## src/rtl/interp_fir_if.sv

```systemverilog
// Stream handshake between interp_fir and its upstream/downstream FWFT FIFOs.
interface interp_fir_if #(
  parameter int DATA_WIDTH = 32
);
  logic [DATA_WIDTH-1:0] in_data;
  logic                  in_empty;
  logic                  in_rd_en;
  logic [DATA_WIDTH-1:0] out_data;
  logic                  out_full;
  logic                  out_wr_en;
  logic                  busy;

  modport master (
    output in_data, in_empty, out_full,
    input  in_rd_en, out_data, out_wr_en, busy
  );

  modport slave (
    input  in_data, in_empty, out_full,
    output in_rd_en, out_data, out_wr_en, busy
  );
endinterface

```

## src/rtl/interp_fir.sv

```systemverilog
// Polyphase interpolating FIR: each input sample yields INTERP_FACTOR outputs,
// each phase accumulated MULT_PER_CYCLE taps per cycle.
//
// state  | meaning
// IDLE   | waiting for an input sample; popping it shifts the history
// MAC    | accumulating the current phase over C cycles
// OUTPUT | presenting the phase result until downstream accepts it
module interp_fir #(
  parameter int TAP_COUNT      = 16,
  parameter int INTERP_FACTOR  = 2,
  parameter int MULT_PER_CYCLE = 2,
  parameter int DATA_WIDTH     = 32,
  parameter int QUANT_BITS     = 10,
  parameter logic signed [DATA_WIDTH-1:0] TAPS [TAP_COUNT] = '{default: '0}
) (
  input  logic        clock,
  input  logic        reset,
  interp_fir_if.slave bus
);

  localparam int L     = INTERP_FACTOR;
  localparam int M     = MULT_PER_CYCLE;
  localparam int P     = TAP_COUNT / L;
  localparam int C     = P / M;
  localparam int CW    = (C > 1) ? $clog2(C) : 1;
  localparam int PW    = (L > 1) ? $clog2(L) : 1;
  localparam int HW    = (P > 1) ? $clog2(P) : 1;
  localparam int TW    = (TAP_COUNT > 1) ? $clog2(TAP_COUNT) : 1;
  localparam int PRODW = 2 * DATA_WIDTH;

  typedef enum logic [1:0] {IDLE, MAC, OUTPUT} state_t;

  state_t                       state;
  state_t                       state_nxt;
  logic signed [DATA_WIDTH-1:0] hist [P];
  logic [DATA_WIDTH-1:0]        acc;
  logic [DATA_WIDTH-1:0]        mac_sum;
  logic [DATA_WIDTH-1:0]        out_data_r;
  logic [PW-1:0]                phase;
  logic [CW-1:0]                mac_cnt;
  logic                         mac_done;
  logic                         last_phase;
  logic                         accept;
  logic                         push;

  assign mac_done   = (mac_cnt == '0);
  assign last_phase = (phase == PW'(L - 1));
  assign accept     = (state == IDLE) && !bus.in_empty;
  assign push       = (state == OUTPUT) && !bus.out_full;

  // mac_cnt counts down, so the taps of a phase are visited from the highest
  // group to the lowest; the modular sum does not depend on the order.
  always_comb begin
    logic signed [PRODW-1:0] prod;
    logic [HW-1:0]           hidx;
    logic [TW-1:0]           tidx;
    prod    = '0;
    hidx    = '0;
    tidx    = '0;
    mac_sum = acc;
    for (int j = 0; j < M; j++) begin
      hidx    = HW'(int'(mac_cnt) * M + j);
      tidx    = TW'(int'(hidx) * L + int'(phase));
      prod    = PRODW'(TAPS[tidx]) * PRODW'(hist[hidx]);
      mac_sum = mac_sum + DATA_WIDTH'(prod >>> QUANT_BITS);
    end
  end

  always_ff @(posedge clock) begin
    if (reset) begin
      state <= IDLE;
    end else begin
      state <= state_nxt;
    end
  end

  always_comb begin
    state_nxt = state;
    case (state)
      IDLE:    if (accept) state_nxt = MAC;
      MAC:     if (mac_done) state_nxt = OUTPUT;
      OUTPUT:  if (push) state_nxt = last_phase ? IDLE : MAC;
      default: state_nxt = IDLE;
    endcase
  end

  // Strobes are held low while reset is asserted so an aborted sample can
  // neither pop nor push in the reset cycle itself.
  always_comb begin
    bus.in_rd_en  = 1'b0;
    bus.out_wr_en = 1'b0;
    bus.busy      = 1'b0;
    if (!reset) begin
      bus.in_rd_en  = accept;
      bus.out_wr_en = push;
      bus.busy      = (state != IDLE);
    end
  end

  assign bus.out_data = out_data_r;

  always_ff @(posedge clock) begin
    if (reset) begin
      for (int k = 0; k < P; k++) hist[k] <= '0;
      acc        <= '0;
      phase      <= '0;
      mac_cnt    <= '0;
      out_data_r <= '0;
    end else begin
      case (state)
        IDLE: begin
          if (accept) begin
            for (int k = P - 1; k > 0; k--) hist[k] <= hist[k-1];
            hist[0] <= bus.in_data;
            phase   <= '0;
            acc     <= '0;
            mac_cnt <= CW'(C - 1);
          end
        end
        MAC: begin
          acc     <= mac_sum;
          mac_cnt <= mac_cnt - 1'b1;
          if (mac_done) out_data_r <= mac_sum;
        end
        OUTPUT: begin
          if (push && !last_phase) begin
            phase   <= phase + 1'b1;
            acc     <= '0;
            mac_cnt <= CW'(C - 1);
          end
        end
        default: ;
      endcase
    end
  end

endmodule

```

## src/flat_wrapper.sv

```systemverilog
// flat-port wrapper written by rule: the top's interface ports become plain ports
module interp_fir_flat 
#(
  parameter int TAP_COUNT      = 16,
  parameter int INTERP_FACTOR  = 2,
  parameter int MULT_PER_CYCLE = 2,
  parameter int DATA_WIDTH     = 32,
  parameter int QUANT_BITS     = 10,
  parameter logic signed [DATA_WIDTH-1:0] TAPS [TAP_COUNT] = '{default: '0}
)
  (clock, reset, bus_in_data, bus_in_empty, bus_out_full, bus_in_rd_en, bus_out_data, bus_out_wr_en, bus_busy);
  interp_fir_if #(.DATA_WIDTH(DATA_WIDTH)) bus_i ();
  input  logic clock;
  input  logic reset;
  input wire logic [$bits(bus_i.in_data)-1:0] bus_in_data;
  input wire logic [$bits(bus_i.in_empty)-1:0] bus_in_empty;
  input wire logic [$bits(bus_i.out_full)-1:0] bus_out_full;
  output wire logic [$bits(bus_i.in_rd_en)-1:0] bus_in_rd_en;
  output wire logic [$bits(bus_i.out_data)-1:0] bus_out_data;
  output wire logic [$bits(bus_i.out_wr_en)-1:0] bus_out_wr_en;
  output wire logic [$bits(bus_i.busy)-1:0] bus_busy;
  assign bus_i.in_data = bus_in_data;
  assign bus_i.in_empty = bus_in_empty;
  assign bus_i.out_full = bus_out_full;
  assign bus_in_rd_en = bus_i.in_rd_en;
  assign bus_out_data = bus_i.out_data;
  assign bus_out_wr_en = bus_i.out_wr_en;
  assign bus_busy = bus_i.busy;
  interp_fir #(.TAP_COUNT(TAP_COUNT), .INTERP_FACTOR(INTERP_FACTOR), .MULT_PER_CYCLE(MULT_PER_CYCLE), .DATA_WIDTH(DATA_WIDTH), .QUANT_BITS(QUANT_BITS), .TAPS(TAPS)) u_core (.clock(clock), .reset(reset), .bus(bus_i));
endmodule
```

## config.mk

```make
export PLATFORM = sky130hd
export DESIGN_NAME = interp_fir_flat
export DESIGN_NICKNAME = d
export VERILOG_FILES = /design/src/rtl/interp_fir_if.sv /design/src/rtl/interp_fir.sv /design/src/flat_wrapper.sv
export SDC_FILE = /design/constraint.sdc
export NUM_CORES = 1
export LEC_CHECK = 0
export BUFFER_PORTS_ARGS = -buffer_cell sky130_fd_sc_hd__buf_4
export CAP_MARGIN = 20
export CORE_ASPECT_RATIO = 1.4
export CORE_MARGIN = 8
export CORE_UTILIZATION = 28
export CTS_CLUSTER_DIAMETER = 30
export CTS_CLUSTER_SIZE = 24
export DETAILED_ROUTE_END_ITERATION = 8
export PLACE_DENSITY = 0.75
export SETUP_SLACK_MARGIN = 0.1
export SLEW_MARGIN = 25
export SYNTH_ARGS = -nofsm -noshare
export SYNTH_HDL_FRONTEND = slang
export SYNTH_SLANG_ARGS = --single-unit
```

## constraint.sdc

```tcl
create_clock -name clock -period 0.89 [get_ports clock]
set_input_delay 0.178 -clock clock [delete_from_list [all_inputs] [get_ports clock]]
set_output_delay 0.178 -clock clock [all_outputs]
set_load 0.02 [all_outputs]
```

; Yosys cells after proc, flatten, opt, wreduce, memory -nomap -nowiden
; Memory sizes are Yosys's and may differ from the RTL's. A register that Yosys moved wholly into a read port is not among the register bits.
; Index checks and enable logic that the tools add are counted.
[op_classes]
mux = 37
bitwise_logic = 10
magnitude_cmp = 2
n_reduce_logical = 15
eq_ne = 6
n_addsub = 7
multipliers = 2
[op_table]
columns = op, count
row1 = 32-bit 2-to-1 mux, 14
row2 = 32-bit one-hot mux with 3 select lines, 1
row3 = 32-bit by 32-bit multiplier with 42-bit output, 2
row4 = 32-bit adder, 2
row5 = 1-bit 2-to-1 mux, 12
row6 = 2-bit one-hot mux with 3 select lines, 2
row7 = "5-bit >= comparator, second input constant", 2
row8 = 2-bit 2-to-1 mux, 5
row9 = 4-bit NOT with 5-bit output, 2
row10 = 3-bit AND reduction, 3
row11 = 4-bit by 1-bit adder with 4-bit output, 2
row12 = 1-bit OR, 8
row13 = 3-bit 2-to-1 mux, 2
row14 = "2-bit by 1-bit != test with 1-bit output, second input constant", 3
row15 = 2-bit zero test, 2
row16 = 2-bit nonzero test, 2
row17 = "3-bit by 1-bit adder with 3-bit output, second input constant", 1
row18 = 1-bit logical AND, 3
row19 = 1-bit zero test, 3
row20 = 3-bit nonzero test, 1
row21 = "2-bit by 1-bit equality test with 1-bit output, second input constant", 1
row22 = "2-bit equality test, second input constant", 1
row23 = "2-bit != test, second input constant", 1
row24 = 1-bit one-hot mux with 2 select lines, 1
row25 = 3 further kinds, 3
[totals]
mem_count = 3
out_inout_bits = 35
mem_bits_ro = 1024
in_bits = 36
ram_bits = 256
word_cells = 87
register_bits = 69
[memory_table]
columns = name, depth, word_bits, rd, rd_ports_with_merged_regs, write_ports, line
row1 = (no name shown), 16, 32, 1, 0, 0, interp_fir.sv:64  ; prod = PRODW'(TAPS[tidx]) * PRODW'(hist[hidx]);
row2 = (no name shown), 16, 32, 1, 0, 0, interp_fir.sv:64
row3 = u_core.hist, 8, 32, 9, 1, 8, interp_fir.sv:35  ; logic signed [DATA_WIDTH-1:0] hist [P];

; Logic depth before layout (Yosys ltp)
; Gate-level depths: netlist of run 1.
[logic_depth]
depth_word = 9
mapped_depth = 4
mapped_depth_nobuf = 4

; Worst setup path before layout of run 1
; OpenSTA, ideal clock, no wires.
[synth_timing]
kind = flip-flop to output port
startpoint = register u_core.state[1]
endpoint = output bus_in_rd_en
path_buffers = 1
slack_ns = -0.478
path_stages_with_launch = 3
t_arrival_ns = 1.190
t_required_ns = 0.712
path_cell_list = dfxtp_1 buf_2 nor4_1
[synth_via]
elab_chain_cells = 3
[synth_lines]
columns = item, line
row1 = "start, declared", interp_fir.sv:33  ; state_t state;
row2 = "start signal, assigned", interp_fir.sv:73  ; state <= state_nxt;
row3 = 2-bit zero test, interp_fir.sv:48  ; assign accept = (state == IDLE) && !bus.in_empty;
row4 = 1-bit logical AND, interp_fir.sv:48
row5 = 1-bit 2-to-1 mux, interp_fir.sv:93  ; if (!reset) begin
row6 = "end, declared", flat_wrapper.sv:18  ; output wire logic [$bits(bus_i.in_rd_en)-1:0] bus_in_rd_en;
; No other way between the ends.

; Final worst setup path of run 1
[layout_timing]
startpoint = register u_core.state[0]
endpoint = output bus_out_wr_en
[layout_via]
elab_chain_cells = 3
[layout_lines]
columns = item, line
row1 = 2-bit equality test, interp_fir.sv:49  ; assign push = (state == OUTPUT) && !bus.out_full;
row2 = 1-bit logical AND, interp_fir.sv:49
row3 = 1-bit 2-to-1 mux, interp_fir.sv:93
row4 = "end, declared", flat_wrapper.sv:20  ; output wire logic [$bits(bus_i.out_wr_en)-1:0] bus_out_wr_en;
; No other way between the ends.

==> results of run 1 <==
==> stage by stage <==
| step | setup TNS (ps) | hold WS (ps) | power, mW | cell area (sq um) |
|---|---|---|---|---|
| after floorplan | -286 | 333 | 0.713 | 713 |
| after global placement | -785 | 496 | 0.664 | 548 |
| after detailed placement | -895 | 493 | 0.680 | 548 |
| after CTS | -1940 | 236 | 1.03 | 654 |
| after global routing | -2200 | 263 | 1.11 | 668 |
| final | -1840 | 247 | 1.05 | 668 |
==> metal layers <==
metal | track usage | share of wire
met4 | 0.0759 | 0.036
met3 | 0.0172 | 0.14
met5 | 0 | 0
met2 | 0.131 | 0.51
met1 | 0.0589 | 0.31
==> cell usage after synthesis, types with 2 or more instances <==
| cell | count | share of area |
|---|---|---|
| buf_4 | 32 | 0.43 |
| a21oi_1 | 5 | 0.045 |
| dfxtp_1 | 5 | 0.18 |
| nor2_1 | 4 | 0.027 |
| buf_6 | 2 | 0.041 |
| inv_1 | 2 | 0.014 |
| nand3b_1 | 2 | 0.027 |
| nor4_1 | 2 | 0.023 |
| o21a_1 | 2 | 0.027 |
==> report_power, final <==
| part | switching [mW] | internal (mW) |
|---|---|---|
| logic | 0.281 | 0.183 |
| clock network | 0.106 | 0.170 |
| registers | 0.0430 | 0.264 |
==> logic make-up after synthesis <==
family                     Yosys count  share of synthesized area
adders and majority gates            1                     0.0226
DFF                                  5                      0.181
AOI/OAI and AO/OA                   12                      0.131
and+or+nand+nor                     13                      0.163
buffers and inverters               37                      0.497
other                                1                    0.00677
==> sequential cells by signal, indices dropped and copies added (netlist names) <==
name,count
u_core.last_phase,1
u_core.mac_cnt,2
u_core.state,2
==> worst max-delay path by stage <==
stage	startpoint	to	slack [ps]	depth (start not counted)
2_1_floorplan	u_core.state[0]	bus_in_rd_en	-130	2
3_3_place_gp	u_core.state[0]	u_core.mac_cnt[1]	-190	2
3_5_place_dp	u_core.state[0]	u_core.mac_cnt[1]	-200	2
4_1_cts	u_core.state[0]	bus_out_wr_en	-330	2
5_1_grt	u_core.state[0]	bus_out_wr_en	-360	2
6_report	u_core.state[0]	bus_out_wr_en	-320	2
==> placed cells by master (no fill, tap or decap), drive strengths merged <==
master   n
o22a     1
nor2     5
clkbuf   4
conb    32
a211oi   1
nor3     1
nand3b   2
inv      2
o21a     2
a31oi    1
ha       1
a21oi    5
o21ai    2
dfxtp    5
buf     17
nor4     2
nor4b    1
nor3b    1
and3b    1
==> worst min-delay path: cells and delay by family <==
kind | cells | cell delay (ps)
buffers and inverters | 1 | 140
and+or+nand+nor | 1 | 80
AOI/OAI and AO/OA | 1 | 50
==> cell type report <==
type,instances,area (sq um)
timing repair buffer,17,136
multi-input combinational,58,362
tap,21,26.3
inverter,2,7.51
sequential,5,110
fill,218,1260
clock buffer,4,26.3
==> what timing repair did <==
action                     in CTS  in global routing
pin swaps                       7                  2
buffers inserted                6                  0
resized for setup              10                  3
setup endpoints to repair       8                  8
==> impl_metrics.toml, run 1 <==
[outcome]
status = "finished, violations left"
violations = "negative setup slack"

[finish]
fin_cells = 107
drive_above_1_share = 0.407
fin_util = 0.347
antenna_cells = 0
syn2layout_area_growth_pct = 20.5
finalNetCount = 124

[critical_path]
cpPeakStageDelay_ps = 370
end_kind = "output pin"
path_cells = "nor4b_4 > buf_4"
r2r-end = "u_core.mac_cnt[1]"
cp_top_family = "flip-flops"
critPathArrivalTime_ps = 1040
startpoint_type = "register"
cp.buffers_inverters = 1
path_max_fanout = 5
r2r_cells = 5
reg2reg_slack_ps = -230
crit_type = "register to output pin"
r2r-start = "u_core.state[0]"
cp.required_ps = 710
slowest_stage = "dfxtp_4"

[global_routing]
track_usage = 0.0721
first_global_vias = 454
antenna_found_initial = 0
overflow = 0
grt_pass1_wl_mm = 1.93
grt_max_degree = 7

[min_path]
min_from = "bus_out_full"
hold_end = "u_core.state[1]"
min_path_type = "input port to register"
whs_path_depth = 3

[place]
gp_congestion = 0.681
dpl.cell_count = 97
pre_cts_slack_ps = -196
numPortBuffers = 6
hpwl_um = 906

[power]
p_per_area_nw_per_um2 = 1570
p_leak_nw = 0.320
vdd_drop_max_mv = 0.736

[timing]
final.setup.worst_slack_ps = -325
period_needed_ps = 1210
hold_viol = 0
setup_viol = 8
finClkSkew_ps = 5.91
slew_viol_final = 0
max_freq_mhz = 823
period_share = 1.36
rsz0062_at_grt = "true"

[floorplan]
initial_utilization = 0.288
die-area_sq_um = 3680
fp.dieW_um = 53.6
fp-row-count = 19
io_pins = 71
die_y_um = 68.6
fp.coreArea_sq_um = 1930

[route]
viasPerCell = 3.93
drt-initial-drc-count = 5
detail_route.wl_per_cell_um = 11.8
ant_nets = 0
drc = 0
vias = 420
dr.pass1.iters = 4
finalWirelength_mm = 1.27

[yosys]
synth-edff-count = 0
synth_seq_cells = 5
synth_area_per_cell_sq_um = 8.03
syn_area_sq_um = 554
yosysSeqAreaShare = 0.181
yosys_warnings = 0
syn_inst = 69
yosysUniqueCellTypes = 22
async_reset_ff_frac = 0
synth_flop_cell = "dfxtp_1"

[clock_network]
clk_pin_slew_worst_paths_ps = 40
clock_latency_ps = 250
cts_tree = "built"
cts_num_sinks = 5
cts-hold-fix-buffers = 0
clockBufferDepth = 2
cts_buffers = 3
cts-root-buf = "clkbuf_4"
htree_num_levels = 1

[job]
drv_cap = 0
Power figures use the tool's default switching activity.
==> run 2, diff against run 1 <==
==> constraint.sdc (replaced) <==
create_clock -name clock -period 0.89 [get_ports clock]
set_input_delay 0.089 -clock clock [delete_from_list [all_inputs] [get_ports clock]]
set_output_delay 0.089 -clock clock [all_outputs]
set_load 0.02 [all_outputs]
==> run 2 against run 1 <==
Compared with the run above: fmax is 0.35% higher; non-clock buffer count decreased by 1; setup slack better by 4.2 ps; final cell count is 0.93% lower; the run still ends with negative setup slack left; first-iteration DRC count fell by 60%; total power decreased by 1.2%; global-route usage shrank 0.85 points.
==> impl_metrics.toml, run 2 (synthesis results as in run 1) <==
[floorplan]
die-area_sq_um = 3680
initial_utilization = 0.288
fp-row-count = 19
die_y_um = 68.6
io_pins = 71
fp.dieW_um = 53.6
fp.coreArea_sq_um = 1930

[critical_path]
r2r_cells = 3
crit_type = "register to output pin"
startpoint_type = "register"
reg2reg_slack_ps = -260
cp.required_ps = 800
path_cells = "buf_12 > nor4b_4 > buf_4"
r2r-start = "u_core.state[0]"
end_kind = "output pin"
r2r-end = "u_core.mac_cnt[1]"
critPathArrivalTime_ps = 1120
slowest_stage = "dfxtp_4"
path_max_fanout = 3
cpPeakStageDelay_ps = 350

[power]
p_leak_nw = 0.314
p_per_area_nw_per_um2 = 1580
vdd_drop_max_mv = 0.900
totalPowerFinal_mw = 1.03

[job]
drv_cap = 0

[timing]
rsz0062_at_grt = "true"
setup_viol = 8
period_needed_ps = 1210
period_share = 1.36
hold_viol = 0
finClkSkew_ps = 0.703
max_freq_mhz = 826
final.setup.worst_slack_ps = -320
slew_viol_final = 0
whs_ps = 171

[clock_network]
clk_pin_slew_worst_paths_ps = 40
cts_tree = "built"
cts_buffers = 3
cts-root-buf = "clkbuf_4"
clock_latency_ps = 230
cts_num_sinks = 5
htree_num_levels = 1
cts-hold-fix-buffers = 0
clockBufferDepth = 2

[route]
dr.pass1.iters = 5
ant_nets = 0
vias = 422
drc = 0
drt-initial-drc-count = 2
detail_route.wl_per_cell_um = 11.1
viasPerCell = 3.98
finalWirelength_mm = 1.18

[place]
place_area_sq_um = 576
hpwl_um = 995
gp_congestion = 0.673
numPortBuffers = 6
pre_cts_slack_ps = -161

[finish]
mostFrequentLayoutCells = "32 x conb_1, 13 x buf_4, 5 x a21oi_1"
fin_util = 0.340
antenna_cells = 0
finalNetCount = 123
design_area_sq_um = 654
drive_above_1_share = 0.388
syn2layout_area_growth_pct = 18.1
fillerInstances = 217
layout_commonest_cell = "conb_1"

[global_routing]
first_global_vias = 430
track_usage = 0.0636
overflow = 0
grt_max_degree = 11
grt_pass1_wl_mm = 1.77
antenna_found_initial = 0

[min_path]
hold_end = "u_core.state[1]"
whs_path_depth = 3
min_path_type = "input port to register"
min_from = "bus_out_full"

[outcome]
violations = "negative setup slack"
status = "finished, violations left"
[run 2: how the worst max path moves through the flow]
stage | startpoint | to | slack [ps] | cells after the start
after floorplan | u_core.state[0] | bus_in_rd_en | -40 | 2
after global placement | u_core.state[0] | u_core.mac_cnt[1] | -140 | 2
after detailed placement | u_core.state[0] | u_core.mac_cnt[1] | -160 | 4
after CTS | u_core.state[0] | bus_out_wr_en | -330 | 3
after global routing | u_core.state[0] | bus_out_wr_en | -360 | 3
final | u_core.state[0] | bus_out_wr_en | -320 | 3
[run 2: final cells by class]
cell class / instances / area, sq um / share of cell area
multi-input combinational: 58 / 344 / 0.526
timing repair buffer: 16 / 140 / 0.214
sequential: 5 / 110 / 0.168
clock buffer: 4 / 26.3 / 0.0402
tap: 21 / 26.3 / 0.0402
inverter: 2 / 7.51 / 0.0115
[run 2: what timing repair did]
action,CTS,global route
resized for setup,8,1
buffers inserted,3,0
pin swaps,3,1
setup endpoints to repair,8,8
[run 2: report_power, final]
group	internal, mW	total [mW]	switching, mW	leakage (nW)
sequential	0.264	0.302	0.0387	0.0429
combinational	0.199	0.478	0.279	0.256
clock	0.169	0.254	0.0851	0.0150
[run 2: through the flow]
step / instances / TNS [ps]
2_1_floorplan: 100 / -108
6_report: 106 / -1430
5_1_grt: 106 / -1770
4_1_cts: 106 / -1490
3_5_place_dp: 99 / -539
3_3_place_gp: 99 / -474
[run 2: critical path: cells and delay by family, from the launching register on]
kind / cells / cell delay [ps]
buffers and inverters: 2 / 310
and+or+nand+nor: 1 / 230
DFF: 1 / 350
[run 2: layer usage]
metal	track usage	share of wire
met3	0.0279	0.16
met4	0.0411	0.023
met1	0.0553	0.31
met5	0	0
met2	0.115	0.50
==> run 3, diff against run 2 <==
--- a/config.mk
+++ b/config.mk
@@ -5,15 +5,16 @@
 export SDC_FILE = /design/constraint.sdc
 export NUM_CORES = 1
 export LEC_CHECK = 0
+export ABC_AREA = 1
 export BUFFER_PORTS_ARGS = -buffer_cell sky130_fd_sc_hd__buf_4
 export CAP_MARGIN = 20
 export CORE_ASPECT_RATIO = 1.4
 export CORE_MARGIN = 8
-export CORE_UTILIZATION = 28
+export CORE_UTILIZATION = 26
 export CTS_CLUSTER_DIAMETER = 30
 export CTS_CLUSTER_SIZE = 24
 export DETAILED_ROUTE_END_ITERATION = 8
-export PLACE_DENSITY = 0.75
+export PLACE_DENSITY = 0.85
 export SETUP_SLACK_MARGIN = 0.1
 export SLEW_MARGIN = 25
 export SYNTH_ARGS = -nofsm -noshare
==> run 3 against run 2 <==
Compared with the run above: the flow still finishes with violations (negative setup slack); sequential share of layout area grew 0.47 points; synthesized area shrank 9.5%; sequential power shrank 6%; hold slack lost 86 ps; count of clock-buffer cells in the layout is the same; core utilization shrank 0.89 points; clock skew grew 3.5 ps; register-to-register slack gained 80 ps; critical path type unchanged; largest cell class unchanged; highest routed layer is now met3.
==> impl_metrics.toml, run 3 <==
[outcome]
status = "finished, violations left"
violations = "negative setup slack"

[yosys]
synth_area_leaders = "buf_4 48%, dfxtp_1 20%, nand2_1 5.2%"
synth_seq_cells = 5
synth_top_area_frac = 0.479
synth_flop_cell = "dfxtp_1"
yosysTopAreaCell = "buf_4"
yosys_warnings = 0
synth-edff-count = 0
async_reset_ff_frac = 0
yosysUniqueCellTypes = 15
syn_inst = 71
synth_area_per_cell_sq_um = 7.07
syn_area_sq_um = 502
synthTopCellsByCount = "32 x buf_4, 7 x nand2_1, 5 x a21oi_1, 5 x dfxtp_1, 5 x inv_1"
yosysSeqAreaShare = 0.200
synth.most_common_cell = "buf_4"

[timing]
rsz0062_at_grt = "true"
finClkSkew_ps = 4.25
period_share = 1.25
final.setup.worst_slack_ps = -223
hold_viol = 0
setup_viol = 8
slew_viol_final = 0
period_needed_ps = 1110
tns_ps = -1270
whs_ps = 85.1
max_freq_mhz = 899

[power]
power.share.clock = 0.278
totalPowerFinal_uw = 937
pwr-share-comb = 0.420
swShare = 0.418
p_per_area_nw_per_um2 = 1490
power_frac_seq = 0.303
internal_power_uw = 545
vdd_drop_max_mv = 0.518
power_switching_uw = 392
p_leak_nw = 0.314

[floorplan]
die-area_sq_um = 3610
die_y_um = 68.0
fp.dieW_um = 53.1
fp.coreArea_sq_um = 1900
initial_utilization = 0.264
io_pins = 71
fp-row-count = 19

[clock_network]
cts_buffers = 3
clock_latency_ps = 240
cts_num_sinks = 5
cts_tree = "built"
htree_num_levels = 1
clockBufferDepth = 2
cts-root-buf = "clkbuf_4"
clk_pin_slew_worst_paths_ps = 40

[finish]
layout_commonest_cell = "conb_1"
antenna_cells = 0
drive_above_1_share = 0.395
syn2layout_area_growth_pct = 25.4
finalNetCount = 124
mostFrequentLayoutCells = "32 x conb_1, 10 x buf_4, 5 x inv_1, 5 x nand2_1, 4 x a21oi_2"

[job]
drv_cap = 0

[place]
gp_congestion = 0.717
hpwl_um = 841
numPortBuffers = 6

[route]
viasPerCell = 3.74
drc = 0
dr.pass1.iters = 4
ant_nets = 0
detail_route.wl_per_cell_um = 10.6
drt-initial-drc-count = 3
finalWirelength_mm = 1.13
vias = 400

[min_path]
min_from = "reset"
hold_end = "u_core.state[1]"
min_path_type = "input port to register"
whs_path_depth = 2

[global_routing]
overflow = 0
antenna_found_initial = 0
track_usage = 0.0562
grt_max_degree = 8
first_global_vias = 391
grt_pass1_wl_mm = 1.50

[critical_path]
reg2reg_slack_ps = -180
end_kind = "output pin"
cp.required_ps = 800
r2r_cells = 6
startpoint_type = "register"
r2r-end = "u_core.mac_cnt[0]"
r2r-start = "u_core.state[0]"
critPathArrivalTime_ps = 1020
path_max_fanout = 5
crit_type = "register to output pin"
run 3: critical path: stages (launching register included):
cell and delay (ps):
dfxtp_4 360, nor4_4 240, buf_4 180
run 3: repair_timing:
| item | in CTS | in global routing |
|---|---|---|
| hold buffers | 0 | 0 |
| gates resized for setup | 7 | 5 |
| endpoints found under the hold margin | 0 | 0 |
| pin swaps | 4 | 4 |
| setup buffers | 4 | 2 |
| gates cloned | 0 | 0 |
| endpoints found under the setup margin | 8 | 8 |
run 3: layer usage:
| metal | GRT usage | wire [um] | up-vias |
|---|---|---|---|
| met5 | 0 | 0 | - |
| met4 | 0.0380 | 0 | 0 |
| met3 | 0.0326 | 189 | 0 |
| met2 | 0.0926 | 586 | 30 |
| met1 | 0.0507 | 357 | 183 |
| li1 | - | - | 187 |
run 3: how the worst max path moves through the flow:
stage	from	end	slack (ps)
floorplan	u_core.mac_cnt[1]	u_core.mac_cnt[1]	40
global placement	u_core.state[0]	bus_out_wr_en	-20
detailed placement	u_core.mac_cnt[0]	u_core.mac_cnt[1]	-40
CTS	u_core.state[1]	bus_in_rd_en	-250
global route	u_core.state[0]	bus_out_wr_en	-280
finish	u_core.state[1]	bus_in_rd_en	-220
run 3: logic make-up (layout without fill, tap and decap cells):
| family | count (synthesis) | in the layout | synth area share |
|---|---|---|---|
| fa+ha+maj | 1 | 1 | 0.0249 |
| other cells | 1 | 32 | 0.00747 |
| simple gates | 19 | 19 | 0.175 |
| buf+inv | 38 | 22 | 0.524 |
| flops | 5 | 5 | 0.200 |
| compound gates | 7 | 7 | 0.0698 |
run 3: power by group through the flow:
stage | Clock (mW) | Combinational, mW | Sequential, mW
3_3_place_gp | 0 | 0.294 | 0.286
4_1_cts | 0.274 | 0.360 | 0.284
5_1_grt | 0.291 | 0.424 | 0.286
3_5_place_dp | 0 | 0.307 | 0.288
2_1_floorplan | 0 | 0.357 | 0.284
6_report | 0.260 | 0.393 | 0.284
run 3: final cells by class:
type,count,area [sq um]
Clock buffer,4,26.3
Fill cell,219,1270
Inverter,6,27.5
Multi-Input combinational cell,59,343
Sequential cell,5,109
Tap cell,21,26.3
Timing Repair Buffer,12,97.6
run 3: metrics by stage:
stage	setup WS [ps]	std cells	area, sq um	util
3_5_place_dp	-38.7	97	515	0.271
6_report	-223	107	629	0.331
2_1_floorplan	39.4	102	684	-
4_1_cts	-246	105	602	0.316
3_3_place_gp	-19.8	97	515	0.271
5_1_grt	-283	107	629	0.331
